--- src/rtl/seg7_pkg.sv ---
// Shared constants for the 7-segment scan driver: segment bit order,
// the blank pattern and the hex glyph table, plus the lookup helper.
package seg7_pkg;

  // Segment bus is {g,f,e,d,c,b,a}; bit positions within the bus.
  localparam int SEG_W     = 7;
  localparam int SEG_A_BIT = 0;
  localparam int SEG_B_BIT = 1;
  localparam int SEG_C_BIT = 2;
  localparam int SEG_D_BIT = 3;
  localparam int SEG_E_BIT = 4;
  localparam int SEG_F_BIT = 5;
  localparam int SEG_G_BIT = 6;

  localparam logic [SEG_W-1:0] SEG_OFF = 7'h00;

  localparam logic [SEG_W-1:0] SEG_0 = 7'h3F;
  localparam logic [SEG_W-1:0] SEG_1 = 7'h06;
  localparam logic [SEG_W-1:0] SEG_2 = 7'h5B;
  localparam logic [SEG_W-1:0] SEG_3 = 7'h4F;
  localparam logic [SEG_W-1:0] SEG_4 = 7'h66;
  localparam logic [SEG_W-1:0] SEG_5 = 7'h6D;
  localparam logic [SEG_W-1:0] SEG_6 = 7'h7D;
  localparam logic [SEG_W-1:0] SEG_7 = 7'h07;
  localparam logic [SEG_W-1:0] SEG_8 = 7'h7F;
  localparam logic [SEG_W-1:0] SEG_9 = 7'h6F;
  localparam logic [SEG_W-1:0] SEG_A = 7'h77;
  localparam logic [SEG_W-1:0] SEG_B = 7'h7C;
  localparam logic [SEG_W-1:0] SEG_C = 7'h39;
  localparam logic [SEG_W-1:0] SEG_D = 7'h5E;
  localparam logic [SEG_W-1:0] SEG_E = 7'h79;
  localparam logic [SEG_W-1:0] SEG_F = 7'h71;

  // Index 0 holds the glyph for hex digit 0.
  localparam logic [15:0][SEG_W-1:0] SEG_HEX = {
    SEG_F, SEG_E, SEG_D, SEG_C, SEG_B, SEG_A, SEG_9, SEG_8,
    SEG_7, SEG_6, SEG_5, SEG_4, SEG_3, SEG_2, SEG_1, SEG_0
  };

  function automatic logic [SEG_W-1:0] hex_encode(input logic [3:0] h);
    return SEG_HEX[h];
  endfunction

endpackage

--- src/rtl/seg7_scan_driver_if.sv ---
// Load/data/mask inputs and display outputs of the scan driver, grouped.
// master = the side that supplies digits; slave = the driver itself.
interface seg7_scan_driver_if #(
  parameter int NUM_DIGITS = 4
);
  logic                    load;
  logic [4*NUM_DIGITS-1:0] data;
  logic [NUM_DIGITS-1:0]   blank_mask;
  logic [6:0]              seg;
  logic [NUM_DIGITS-1:0]   digit_en;
  logic                    pending;
  logic                    update_ack;

  modport master (
    output load, data, blank_mask,
    input  seg, digit_en, pending, update_ack
  );

  modport slave (
    input  load, data, blank_mask,
    output seg, digit_en, pending, update_ack
  );
endinterface

--- src/rtl/hex_to_seg7.sv ---
// Combinational hex nibble to {g..a} segment pattern lookup.
module hex_to_seg7
  import seg7_pkg::*;
(
  input  logic [3:0]       hex,
  output logic [SEG_W-1:0] seg
);

  // Table lookup only; no state.
  always_comb seg = hex_encode(hex);

endmodule

--- src/rtl/seg7_scan_driver.sv ---
// Time-multiplexed common-segment 7-segment display driver.
// Digits are double-buffered: loads land in a shadow register and are
// committed to the displayed register only on the frame-end tick.
// Optional build macro: SEG7_LEADING_ZERO_BLANK_EN darkens leading zero
// digits (never digit 0) of the committed display value.
module seg7_scan_driver
  import seg7_pkg::*;
#(
  parameter int NUM_DIGITS = 4,
  parameter int PRESCALE   = 50000
) (
  input logic               clk,
  input logic               rst_n,
  seg7_scan_driver_if.slave bus
);

  localparam int CNT_W  = $clog2(PRESCALE);
  localparam int IDX_W  = (NUM_DIGITS > 1) ? $clog2(NUM_DIGITS) : 1;
  localparam int DATA_W = 4 * NUM_DIGITS;

  logic [CNT_W-1:0]      cnt_p0;
  logic [IDX_W-1:0]      idx_p0;
  logic [DATA_W-1:0]     display_p0;
  logic [DATA_W-1:0]     shadow_p0;
  logic                  pending_p0;

  logic                  tick;
  logic                  frame_end;
  logic                  commit;
  logic [3:0]            nib;
  logic [SEG_W-1:0]      nib_seg;
  logic [NUM_DIGITS-1:0] en_sel;
  logic                  blank_sel;
  logic [NUM_DIGITS-1:0] lz_blank;

  logic [SEG_W-1:0]      seg_p1;
  logic [NUM_DIGITS-1:0] digit_en_p1;
  logic                  ack_p1;

  // Slot timing and commit decision.
  always_comb begin
    tick      = (cnt_p0 == CNT_W'(PRESCALE - 1));
    frame_end = tick && (idx_p0 == IDX_W'(NUM_DIGITS - 1));
    commit    = frame_end && pending_p0;
  end

`ifdef SEG7_LEADING_ZERO_BLANK_EN
  logic above_zero;

  // Walk down from the top digit; a digit is dark while it and all above are zero.
  always_comb begin
    lz_blank   = '0;
    above_zero = 1'b1;
    for (int i = NUM_DIGITS - 1; i >= 1; i--) begin
      above_zero  = above_zero && (display_p0[4*i +: 4] == 4'h0);
      lz_blank[i] = above_zero;
    end
  end
`else
  // Leading zeros display normally.
  always_comb lz_blank = '0;
`endif

  // Select the nibble, enable and blanking for the active slot.
  always_comb begin
    nib       = '0;
    en_sel    = '0;
    blank_sel = 1'b0;
    for (int i = 0; i < NUM_DIGITS; i++) begin
      if (idx_p0 == IDX_W'(i)) begin
        nib       = display_p0[4*i +: 4];
        en_sel[i] = 1'b1;
        blank_sel = bus.blank_mask[i] | lz_blank[i];
      end
    end
  end

  hex_to_seg7 u_enc (
    .hex (nib),
    .seg (nib_seg)
  );

  // Prescaler, slot index and the double-buffered digit registers.
  always_ff @(posedge clk) begin
    if (!rst_n) begin
      cnt_p0     <= '0;
      idx_p0     <= '0;
      display_p0 <= '0;
      shadow_p0  <= '0;
      pending_p0 <= 1'b0;
      ack_p1     <= 1'b0;
    end else begin
      cnt_p0 <= tick ? '0 : cnt_p0 + CNT_W'(1);
      if (tick) begin
        idx_p0 <= (idx_p0 == IDX_W'(NUM_DIGITS - 1)) ? '0 : idx_p0 + IDX_W'(1);
      end
      if (commit) begin
        display_p0 <= shadow_p0;
      end
      // A load on the frame-end tick refills the shadow after the old value commits.
      if (bus.load) begin
        shadow_p0 <= bus.data;
      end
      pending_p0 <= bus.load | (pending_p0 & ~commit);
      ack_p1     <= commit;
    end
  end

  // Registered outputs; the cycle after each tick is dead time.
  always_ff @(posedge clk) begin
    if (!rst_n) begin
      seg_p1      <= SEG_OFF;
      digit_en_p1 <= '0;
    end else if (tick || blank_sel) begin
      seg_p1      <= SEG_OFF;
      digit_en_p1 <= '0;
    end else begin
      seg_p1      <= nib_seg;
      digit_en_p1 <= en_sel;
    end
  end

  assign bus.seg        = seg_p1;
  assign bus.digit_en   = digit_en_p1;
  assign bus.pending    = pending_p0;
  assign bus.update_ack = ack_p1;

endmodule

--- src/flat_wrapper.sv ---
// flat-port wrapper written by rule: the top's interface ports become plain ports
module seg7_scan_driver_flat import seg7_pkg::*;
#(
  parameter int NUM_DIGITS = 4,
  parameter int PRESCALE   = 50000
)
  (clk, rst_n, bus_load, bus_data, bus_blank_mask, bus_seg, bus_digit_en, bus_pending, bus_update_ack);
  seg7_scan_driver_if #(.NUM_DIGITS(NUM_DIGITS)) bus_i ();
  input logic clk;
  input logic rst_n;
  input wire logic [$bits(bus_i.load)-1:0] bus_load;
  input wire logic [$bits(bus_i.data)-1:0] bus_data;
  input wire logic [$bits(bus_i.blank_mask)-1:0] bus_blank_mask;
  output wire logic [$bits(bus_i.seg)-1:0] bus_seg;
  output wire logic [$bits(bus_i.digit_en)-1:0] bus_digit_en;
  output wire logic [$bits(bus_i.pending)-1:0] bus_pending;
  output wire logic [$bits(bus_i.update_ack)-1:0] bus_update_ack;
  assign bus_i.load = bus_load;
  assign bus_i.data = bus_data;
  assign bus_i.blank_mask = bus_blank_mask;
  assign bus_seg = bus_i.seg;
  assign bus_digit_en = bus_i.digit_en;
  assign bus_pending = bus_i.pending;
  assign bus_update_ack = bus_i.update_ack;
  seg7_scan_driver #(.NUM_DIGITS(NUM_DIGITS), .PRESCALE(PRESCALE)) u_core (.clk(clk), .rst_n(rst_n), .bus(bus_i));
endmodule
--- config.mk ---
export PLATFORM = sky130hd
export DESIGN_NAME = seg7_scan_driver_flat
export DESIGN_NICKNAME = d
export VERILOG_FILES = /design/src/rtl/seg7_pkg.sv /design/src/rtl/seg7_scan_driver_if.sv /design/src/rtl/hex_to_seg7.sv /design/src/rtl/seg7_scan_driver.sv /design/src/flat_wrapper.sv
export SDC_FILE = /design/constraint.sdc
export NUM_CORES = 1
export LEC_CHECK = 0
export ABC_AREA = 1
export BUFFER_PORTS_ARGS = -buffer_cell sky130_fd_sc_hd__buf_2
export CAP_MARGIN = 20
export CORE_ASPECT_RATIO = 0.6
export CORE_MARGIN = 1
export CORE_UTILIZATION = 57
export DETAILED_ROUTE_END_ITERATION = 10
export PLACE_DENSITY = 0.79
export SETUP_SLACK_MARGIN = 0.15
export SYNTH_ARGS = -nofsm -noshare
export SYNTH_HDL_FRONTEND = slang
export SYNTH_HIERARCHICAL = 1
export SYNTH_SLANG_ARGS = --single-unit
--- constraint.sdc ---
create_clock -name clk -period 3.2 [get_ports clk]
set_input_delay 0.16 -clock clk [delete_from_list [all_inputs] [get_ports clk]]
set_output_delay 0.16 -clock clk [all_outputs]
set_load 0.02 [all_outputs]
==> out/results.txt, run 1 <==
fmax: 371.8 MHz
die width: 93.67 um
Worst Hold End: u_core/shadow_p0[8]
Hold Path Depth: 3
post-synth top area share: 0.4388
largest net degree at the start of global routing: 21
setup_tns: 0 ns
Cell Area, Synth: 2874 um2
Antenna Nets Post-Route: 0
Pint: 0.001136 W
DP HPWL: 4098 um
crit-path cells: inv_1 > ha_1 > nor2_1 > nand2_1 > nand2_1 > o21ai_0 > o21ai_0 > inv_1 > ha_1 > nand2_1 > o21ai_0 > nand2_1 > nand2_1 > inv_1 > nor2_1
Post CTS Setup Buffer Count: 0
Via Count: 2,520
worst hold margin: 0.03365 ns
initial antenna violation count: 0
clk_lat worst skew: 0.34 ns
CTS Buf Count: 9
RR Endpoint: u_core/bus.seg[3]
vias in the first global route: 2,258
via/cell ratio: 5.101
Post-Syn Nets: 427
RR Startpoint: u_core/idx_p0[1]
I/O Pins: 36
FF+latch count, synth: 63
Final min period: 2.689 ns
total of max-cap violations: 0
top post-synthesis cells by area: dfxtp_1 (44%), nand2_1 (11%), nor2_1 (8.9%)
critical path endpoint category: flip-flop
HP Start: bus_data[8]
CTS root buffer: clkbuf_8
cts hold-fix bufs: 0
Final #Nets: 461
Worst slew margin: 0.5956
# rows: 19
library cells used by synthesis: 24
status: finished, final reports clean
Reg power frac: 0.542
Yosys top cell by area: dfxtp_1
worst-margin pin slew: 0.6058 ns
Post-Route WL: 5963 um
P&R area growth vs syn: 12.32%
Remaining DRCs: 0
gpl congestion: 0.8326
die area: 5339 um2
Hold Crit Class: in -> reg
largest fanout on the critical path: 7
CP most frequent cell: nand2_1
Avg Cell Area, Syn: 7.332 um2
Iter 0 DRT Violations: 172
H-tree depth: 3
first drt pass iteration count: 5
Mapped Cells: 392
Crit Path Class: reg -> reg
Final Hold Fails: 0
n_diodes: 0
Ys Warns: 6
worst vdd ir: 0.3753 mV
register-to-register setup slack: 0.51 ns
GRT Util Overall: 0.2532
Final Max Slew Viols: 0
clk buf depth: 2
clock share of power: 0.412
skew final: 0.009123 ns
CP Launch Type: flip-flop
# port buffers: 35
layout cell share with drive strength beyond 1: 0.1555
clock sink count: 63
cts repair resizes: 0
Leak: 1.387 nW
Comb power frac: 0.046
first-pass GRT wire length: 10,270 um
post-synthesis sequential area ratio: 0.4388
unrepaired setup endpoints after global routing: no
r2r worst-path depth: 15
slowest stage delay, CP: 0.44 ns
PwrDens: 469.9 nW/um2
CP Data Required Time: 3.44 ns
CP max-delay cell: o21ai_0
chip height: 57 um
sw frac: 0.2508
starting density of the core: 0.6106
CTS tree: built
crit share post-route: 0.8404
Overflow after GRT: 0
Critical Path AT: 2.93 ns
# setup viols final: 0
core area: 4707 um2
routed wire length per instance: 12.07 um
switching pwr: 0.0003804 W
clk slew on worst S/H paths: 0.07 ns
==> cells in the final DEF (no fill, tap or decap), drive strengths merged <==
cell type / count
a21oi: 30
buf: 39
clkbuf: 10
clkinv: 3
clkinvlp: 3
dfxtp: 63
ha: 12
inv: 38
nand2: 87
nand3: 13
nand4: 19
nor2: 70
nor3: 4
nor3b: 1
o21ai: 30
or2: 2
xor2: 7
==> registers in the layout, summed over array words and instances (netlist names) <==
| name | count |
|---|---|
| u_core/bus.seg | 7 |
| u_core/display_p0 | 16 |
| u_core/cnt_p0 | 16 |
| u_core/bus.pending | 1 |
| u_core/idx_p0 | 2 |
| u_core/bus.digit_en | 4 |
| u_core/shadow_p0 | 16 |
| u_core/bus.update_ack | 1 |
==> power by group through the flow <==
| stage | Clock (W) | Combinational [W] | Sequential, W |
|---|---|---|---|
| after floorplan | 0 | 0.0000410 | 0.000840 |
| after global placement | 0 | 0.0000689 | 0.000838 |
| after detailed placement | 0 | 0.0000691 | 0.000839 |
| after CTS | 0.000640 | 0.0000704 | 0.000822 |
| after global routing | 0.000676 | 0.0000807 | 0.000825 |
| final | 0.000625 | 0.0000702 | 0.000822 |
==> cells by family after synthesis <==
logic type | count (synthesis) | synth area share
flops | 63 | 0.4388
simple gates | 196 | 0.2943
fa+ha+maj | 12 | 0.05224
buf+inv | 54 | 0.08881
compound gates | 60 | 0.1045
xor+xnor | 7 | 0.02133
==> metal layers <==
metal  global-route usage  up-vias  share of wire
met5                    0        -              0
li1                     -     1322              -
met4               0.1165        0          0.015
met2               0.3519      108           0.39
met1               0.3631     1082           0.52
met3              0.07333        8          0.077
==> stage by stage <==
step	utilization	std cells	power [W]	area, um2	worst slack [ns]
after detailed placement	0.6470	478	0.0009084	3045	0.5593
after global placement	0.6470	478	0.0009067	3045	0.7628
after global routing	0.6858	494	0.001582	3228	0.2709
after floorplan	-	392	0.0008806	2874	0.8943
after CTS	0.6858	494	0.001532	3228	0.5461
final	0.6858	494	0.001517	3228	0.5107
==> cell usage after synthesis <==
cell type / instances
nand2_1: 84
nor2_1: 68
dfxtp_1: 63
inv_1: 35
a21oi_1: 30
o21ai_0: 30
nand4_1: 19
ha_1: 12
nand3_1: 10
clkbuf_1: 7
xor2_1: 7
nor3_1: 4
buf_4: 3
buf_6: 3
nand2_2: 3
nand3_2: 3
buf_2: 2
inv_2: 2
or2_2: 2
buf_12: 1
clkinv_1: 1
nor2_2: 1
nor2_4: 1
nor3b_1: 1
==> final cells by class <==
type | count | area, um2
Sequential cell | 63 | 1261
Timing Repair Buffer | 39 | 205.2
Fill cell | 429 | 1479
Tap cell | 63 | 78.83
Inverter | 38 | 142.6
Clock buffer | 10 | 137.6
Clock inverter | 6 | 45.04
Multi-Input combinational cell | 275 | 1358
==> worst max-delay path, delay by kind of cell, from the launching register on <==
kind | cells | cell delay, ns
DFF | 1 | 0.38
adders and majority gates | 2 | 0.59
and+or+nand+nor | 7 | 0.71
AOI/OAI and AO/OA | 3 | 0.59
buffers and inverters | 3 | 0.31
==> how the worst max path moves through the flow <==
stage,from,endpoint,cells past startpoint
2_1_floorplan,u_core/idx_p0[1],u_core/bus.seg[3],15
3_3_place_gp,u_core/idx_p0[1],u_core/bus.seg[3],15
3_5_place_dp,u_core/idx_p0[1],u_core/bus.seg[3],15
4_1_cts,u_core/idx_p0[1],u_core/bus.seg[3],15
5_1_grt,u_core/idx_p0[1],u_core/bus.seg[3],15
6_report,u_core/idx_p0[1],u_core/bus.seg[3],15
(Power assumes the default switching activity.)
==> run 2: changes to the inputs <==
Settings changed: CORE_UTILIZATION 57 to 52, PLACE_DENSITY 0.79 to 0.76.
Clock period 3.2 ns to 2.3 ns, I/O delays scaled along.
==> run 2 against run 1 <==
  * Critical path type unchanged
  * Die area up 9.3%
  * Critical path depth is 2 higher
  * Count of clock-buffer cells in the layout is 3 higher
  * Design area grew 10%
  * The run now ends with DRC left
  * Global-route usage fell by 1.1 points
==> out/results.txt, run 2 (synthesis gave the netlist of run 1 again) <==
status: complete, but fails checks
failing checks: DRC
P&R area growth vs syn: 23.73%
unrepaired setup endpoints after global routing: no
CTS tree: built
fmax: 477.3 MHz
sw frac: 0.2116
DP HPWL: 4331 um
vias in the first global route: 2,350
Remaining DRCs: 3
clk slew on worst S/H paths: 0.07 ns
Leak: 1.537 nW
Reg power frac: 0.486
H-tree depth: 3
setup_tns: 0 ns
RR Startpoint: u_core/idx_p0[0]
Antenna Nets Post-Route: 0
HP Start: bus_blank_mask[3]
skew final: 0.009329 ns
pre-CTS setup slack: 0.1215 ns
register area: 1266 um2
Final min period: 2.095 ns
crit share post-route: 0.9109
Hold Crit Class: in -> reg
Comb power frac: 0.055
# port buffers: 35
final worst slack: 0.2050 ns
critical path endpoint category: flip-flop
most common cell after layout, fill and taps aside: nand2_1
Final Instance Area: 3556 um2
Final Hold Fails: 0
layout cell share with drive strength beyond 1: 0.1974
worst-margin pin slew: 0.5901 ns
Critical Path AT: 2.33 ns
clock sink count: 63
chip height: 59.59 um
area of the multi-input gates: 1405 um2
RR Endpoint: u_core/bus.seg[4]
Post-Route WL: 6598 um
core area: 5180 um2
register-to-register setup slack: 0.20 ns
Hold Path Depth: 3
starting density of the core: 0.5548
die width: 97.98 um
die area: 5838 um2
Worst Hold End: u_core/bus.digit_en[3]
clock share of power: 0.460
largest fanout on the critical path: 5
# rows: 20
CP Data Required Time: 2.53 ns
worst vdd ir: 0.4572 mV
biggest regs: u_core/cnt_p0 (16), u_core/display_p0 (16), u_core/shadow_p0 (16)
Final #Nets: 486
n_diodes: 0
Via Count: 2,659
initial antenna violation count: 0
switching pwr: 0.0004953 W
r2r worst-path depth: 17
# setup viols final: 0
CTS root buffer: clkbuf_8
Worst slew margin: 0.6062
CTS Buf Count: 9
Crit Path Class: reg -> reg
clk_lat worst skew: 0.35 ns
gpl congestion: 0.8654
largest net degree at the start of global routing: 21
clk buf depth: 2
PwrDens: 658.2 nW/um2
total of max-cap violations: 0
Final Util: 0.6865
Iter 0 DRT Violations: 119
post-placement cell area: 3085 um2
Final Max Slew Viols: 0
CP Launch Type: flip-flop
via/cell ratio: 5.094
first drt pass iteration count: 8
first-pass GRT wire length: 10,640 um
I/O Pins: 36
GRT Util Overall: 0.2425
Pint: 0.001845 W
routed wire length per instance: 12.64 um
Filler cells: 441
most frequent cells in the layout: nand2_1 (83), nor2_1 (67), dfxtp_1 (61), buf_2 (35)
Overflow after GRT: 0
run 2: stage by stage:
stage,cells,power [W],hold WS (ns)
floorplan,392,0.001225,0.2499
global placement,485,0.001264,0.3343
detailed placement,485,0.001267,0.3417
CTS,519,0.002368,0.05447
global route,522,0.002437,0.06273
finish,522,0.002340,0.07195
run 2: power by group through the flow:
stage,clock network [W],logic (W),registers (W)
2_1_floorplan,0,0.0000571,0.00117
3_3_place_gp,0,0.000104,0.00116
3_5_place_dp,0,0.000106,0.00116
4_1_cts,0.00110,0.000127,0.00114
5_1_grt,0.00116,0.000142,0.00114
6_report,0.00108,0.000128,0.00114
run 2: final cells by class:
type / count / share of cell area
Clock buffer: 13 / 0.04469
Timing Repair Buffer: 64 / 0.1217
Multi-Input combinational cell: 275 / 0.3951
Tap cell: 66 / 0.02322
Inverter: 38 / 0.04082
Sequential cell: 63 / 0.3561
Clock inverter: 3 / 0.01830
run 2: critical path, stage by stage (launching register included):
cell and delay, ns:
dfxtp_4 0.37, inv_4 0.06, ha_1 0.15, inv_2 0.05
nor2_4 0.15, nand2_1 0.07, nand2_1 0.06, o21ai_1 0.06
o21ai_1 0.23, inv_2 0.12, buf_4 0.15, ha_1 0.18
nor2_1 0.09, nand2_1 0.06, nand2_1 0.05, inv_1 0.04
inv_1 0.04, nor2_1 0.04
run 2: worst max-delay path by stage:
stage	from	endpoint	slack, ns	cells past startpoint
floorplan	u_core/idx_p0[1]	u_core/bus.seg[3]	0.18	15
global placement	u_core/idx_p0[1]	u_core/bus.seg[3]	0.23	15
detailed placement	u_core/idx_p0[1]	u_core/bus.seg[3]	0.12	15
CTS	u_core/idx_p0[1]	u_core/bus.seg[3]	0.16	15
global route	u_core/idx_p0[0]	u_core/bus.seg[4]	0.15	17
finish	u_core/idx_p0[0]	u_core/bus.seg[4]	0.20	17
run 2: layer usage:
layer,track usage,up-vias,share of wire
met4,0.08009,0,0.017
met3,0.09316,13,0.074
met1,0.3207,1179,0.48
met2,0.3662,92,0.43
met5,0,-,0
li1,-,1375,-
run 2: what timing repair did:
item / 4_1_cts / 5_1_grt
setup buffers: 2 / 3
pin swaps: 1 / 3
setup endpoints to repair: 1 / 7
gates resized for setup: 1 / 19
hold buffers: 16 / 0
endpoints found under the hold margin: 16 / 0
==> run 3: changes to the inputs <==
--- a/config.mk
+++ b/config.mk
@@ -11,3 +11,2 @@
 export CORE_ASPECT_RATIO = 0.6
-export CORE_MARGIN = 1
 export CORE_UTILIZATION = 52
--- a/constraint.sdc
+++ b/constraint.sdc
@@ -3,2 +3,2 @@
 set_output_delay 0.115 -clock clk [all_outputs]
-set_load 0.02 [all_outputs]
+set_load 0.1 [all_outputs]
==> run 3 against run 2 <==
  * The run still ends with DRC left
  * Design area decreased by 1.0%
  * Clock power decreased by 8%
  * Die area unchanged
==> out/results.txt, run 3 (synthesis gave the netlist of run 1 again) <==
status: complete, but fails checks
failing checks: DRC
Final Max Slew Viols: 0
largest fanout on the critical path: 5
Final Hold Fails: 0
register-to-register setup slack: 0.26 ns
gpl congestion: 0.8649
clk buf depth: 2
Final #Nets: 482
Antenna Nets Post-Route: 0
Iter 0 DRT Violations: 147
Reg power frac: 0.497
biggest regs: u_core/cnt_p0 (16), u_core/display_p0 (16), u_core/shadow_p0 (16)
worst-margin pin slew: 0.6276 ns
unrepaired setup endpoints after global routing: no
Final min period: 2.036 ns
via/cell ratio: 5.145
Hold Crit Class: in -> reg
die area: 5838 um2
Hold Path Depth: 3
starting density of the core: 0.5548
# rows: 20
CP Data Required Time: 2.53 ns
chip height: 59.59 um
crit-path cells: inv_2 > ha_1 > inv_2 > nor2_4 > nand2_1 > nand2_1 > o21ai_2 > o21ai_2 > inv_2 > buf_4 > ha_1 > nor2_1 > nand2_1 > nand2_1 > inv_1 > inv_1 > nor2_1
layout cell share with drive strength beyond 1: 0.2035
initial antenna violation count: 0
worst vdd ir: 0.5092 mV
CP top delay family: simple AND/OR/NAND/NOR gates
Crit Path Class: reg -> reg
Worst Hold End: u_core/shadow_p0[2]
P&R area growth vs syn: 22.46%
n_diodes: 0
Critical Path AT: 2.26 ns
die width: 97.98 um
CTS Buf Count: 9
crit share post-route: 0.8852
Comb power frac: 0.073
fmax: 491.2 MHz
total of max-cap violations: 0
most frequent cells in the layout: nand2_1 (82), nor2_1 (67), dfxtp_1 (61), buf_2 (35), inv_1 (29)
# setup viols final: 0
Leak: 1.516 nW
clock sink count: 63
CP max-delay cell: dfxtp_4
RR Endpoint: u_core/bus.seg[4]
skew final: 0.009084 ns
Filler cells: 419
Worst slew margin: 0.5810
core area: 5180 um2
slowest stage delay, CP: 0.37 ns
final worst slack: 0.2640 ns
HP Start: bus_data[2]
critical path endpoint category: flip-flop
clk slew on worst S/H paths: 0.07 ns
H-tree depth: 3
clk_lat worst skew: 0.34 ns
PwrDens: 653.8 nW/um2
routed wire length per instance: 12.56 um
largest net degree at the start of global routing: 21
CTS root buffer: clkbuf_8
Remaining DRCs: 3
GRT Util Overall: 0.2431
clock share of power: 0.431
DP HPWL: 4346 um
I/O Pins: 36
CP most frequent cell: nand2_1
CP Launch Type: flip-flop
r2r worst-path depth: 17
switching pwr: 0.0005413 W
vias in the first global route: 2,385
# port buffers: 35
WP buf/inv: 6
most common cell after layout, fill and taps aside: nand2_1
Post-Route WL: 6508 um
Overflow after GRT: 0
Pint: 0.001760 W
sw frac: 0.2352
first-pass GRT wire length: 10,700 um
CTS tree: built
setup_tns: 0 ns
first drt pass iteration count: 7
RR Startpoint: u_core/idx_p0[0]
Via Count: 2,665
pre-CTS setup slack: 0.09256 ns
-- run 3: cell types whose count changed in the layout (fill, tap and decap cells not counted), sizes merged --
cell | previous run | this run
dlygate4sd3 | 16 | 15
clkinv | 2 | 3
buf | 48 | 45
bufinv | 2 | 1
-- run 3: per-stage QoR --
stage / utilization / power, W / hold WS, ns / area (um2) / cells
after detailed placement: 0.5942 / 0.001313 / 0.3411 / 3078 / 484
after global routing: 0.6795 / 0.002388 / 0.004897 / 3520 / 518
after floorplan: - / 0.001273 / 0.2499 / 2880 / 392
after CTS: 0.6659 / 0.002322 / 0.004461 / 3450 / 516
after global placement: 0.5942 / 0.001310 / 0.3342 / 3078 / 484
final: 0.6795 / 0.002301 / 0.01881 / 3520 / 518
-- run 3: timing repair --
item / CTS / global route
endpoints found under the setup margin: 2 / 7
pin swaps: 1 / 3
hold buffers: 15 / 0
resized for setup: 1 / 22
setup buffers: 1 / 2
endpoints found under the hold margin: 15 / 0
-- run 3: layout make-up --
cell class	instances	area, um2	share of cell area
multi-input cells	275	1419	0.4031
flip-flops and latches	63	1266	0.3598
repair buffers	60	400.4	0.1138
clock buffers	13	168.9	0.04799
inverters	38	142.6	0.04053
well taps	66	82.58	0.02346
clock inverters	3	40.04	0.01138
-- run 3: worst register-to-register path: stages (launching register included) --
cell and delay, ns:
dfxtp_4 0.37, inv_2 0.07, ha_1 0.15, inv_2 0.05, nor2_4 0.15, nand2_1 0.07, nand2_1 0.09, o21ai_2 0.06
o21ai_2 0.17, inv_2 0.10, buf_4 0.15, ha_1 0.20, nor2_1 0.09, nand2_1 0.06, nand2_1 0.05, inv_1 0.03
inv_1 0.04, nor2_1 0.04
-- run 3: how the worst max path moves through the flow --
stage | startpoint | slack (ns) | endpoint | cells past startpoint
after floorplan | u_core/idx_p0[1] | 0.18 | u_core/bus.seg[3] | 15
after global placement | u_core/idx_p0[1] | 0.23 | u_core/bus.seg[3] | 15
after detailed placement | u_core/idx_p0[1] | 0.09 | u_core/bus.seg[3] | 15
after CTS | u_core/idx_p0[1] | 0.16 | u_core/bus.seg[5] | 16
after global routing | u_core/idx_p0[0] | 0.14 | u_core/bus.seg[4] | 17
final | u_core/idx_p0[0] | 0.26 | u_core/bus.seg[4] | 17
-- run 3: power by group through the flow --
| stage | clock network, W | logic (W) | registers, W |
|---|---|---|---|
| 2_1_floorplan | 0 | 0.0000571 | 0.00122 |
| 3_3_place_gp | 0 | 0.000144 | 0.00117 |
| 3_5_place_dp | 0 | 0.000145 | 0.00117 |
| 4_1_cts | 0.00101 | 0.000165 | 0.00114 |
| 5_1_grt | 0.00106 | 0.000180 | 0.00115 |
| 6_report | 0.000991 | 0.000167 | 0.00114 |
-- run 3: routing by layer --
layer  vias to the layer above  part of all wire  GRT usage  wire [um]
met5                         -                 0          0          0
met4                         0             0.014     0.1039         89
met3                        12             0.063    0.07429        411
met2                        78              0.44     0.3863       2843
met1                      1208              0.49     0.3114       3164
li1                       1367                 -          -          -
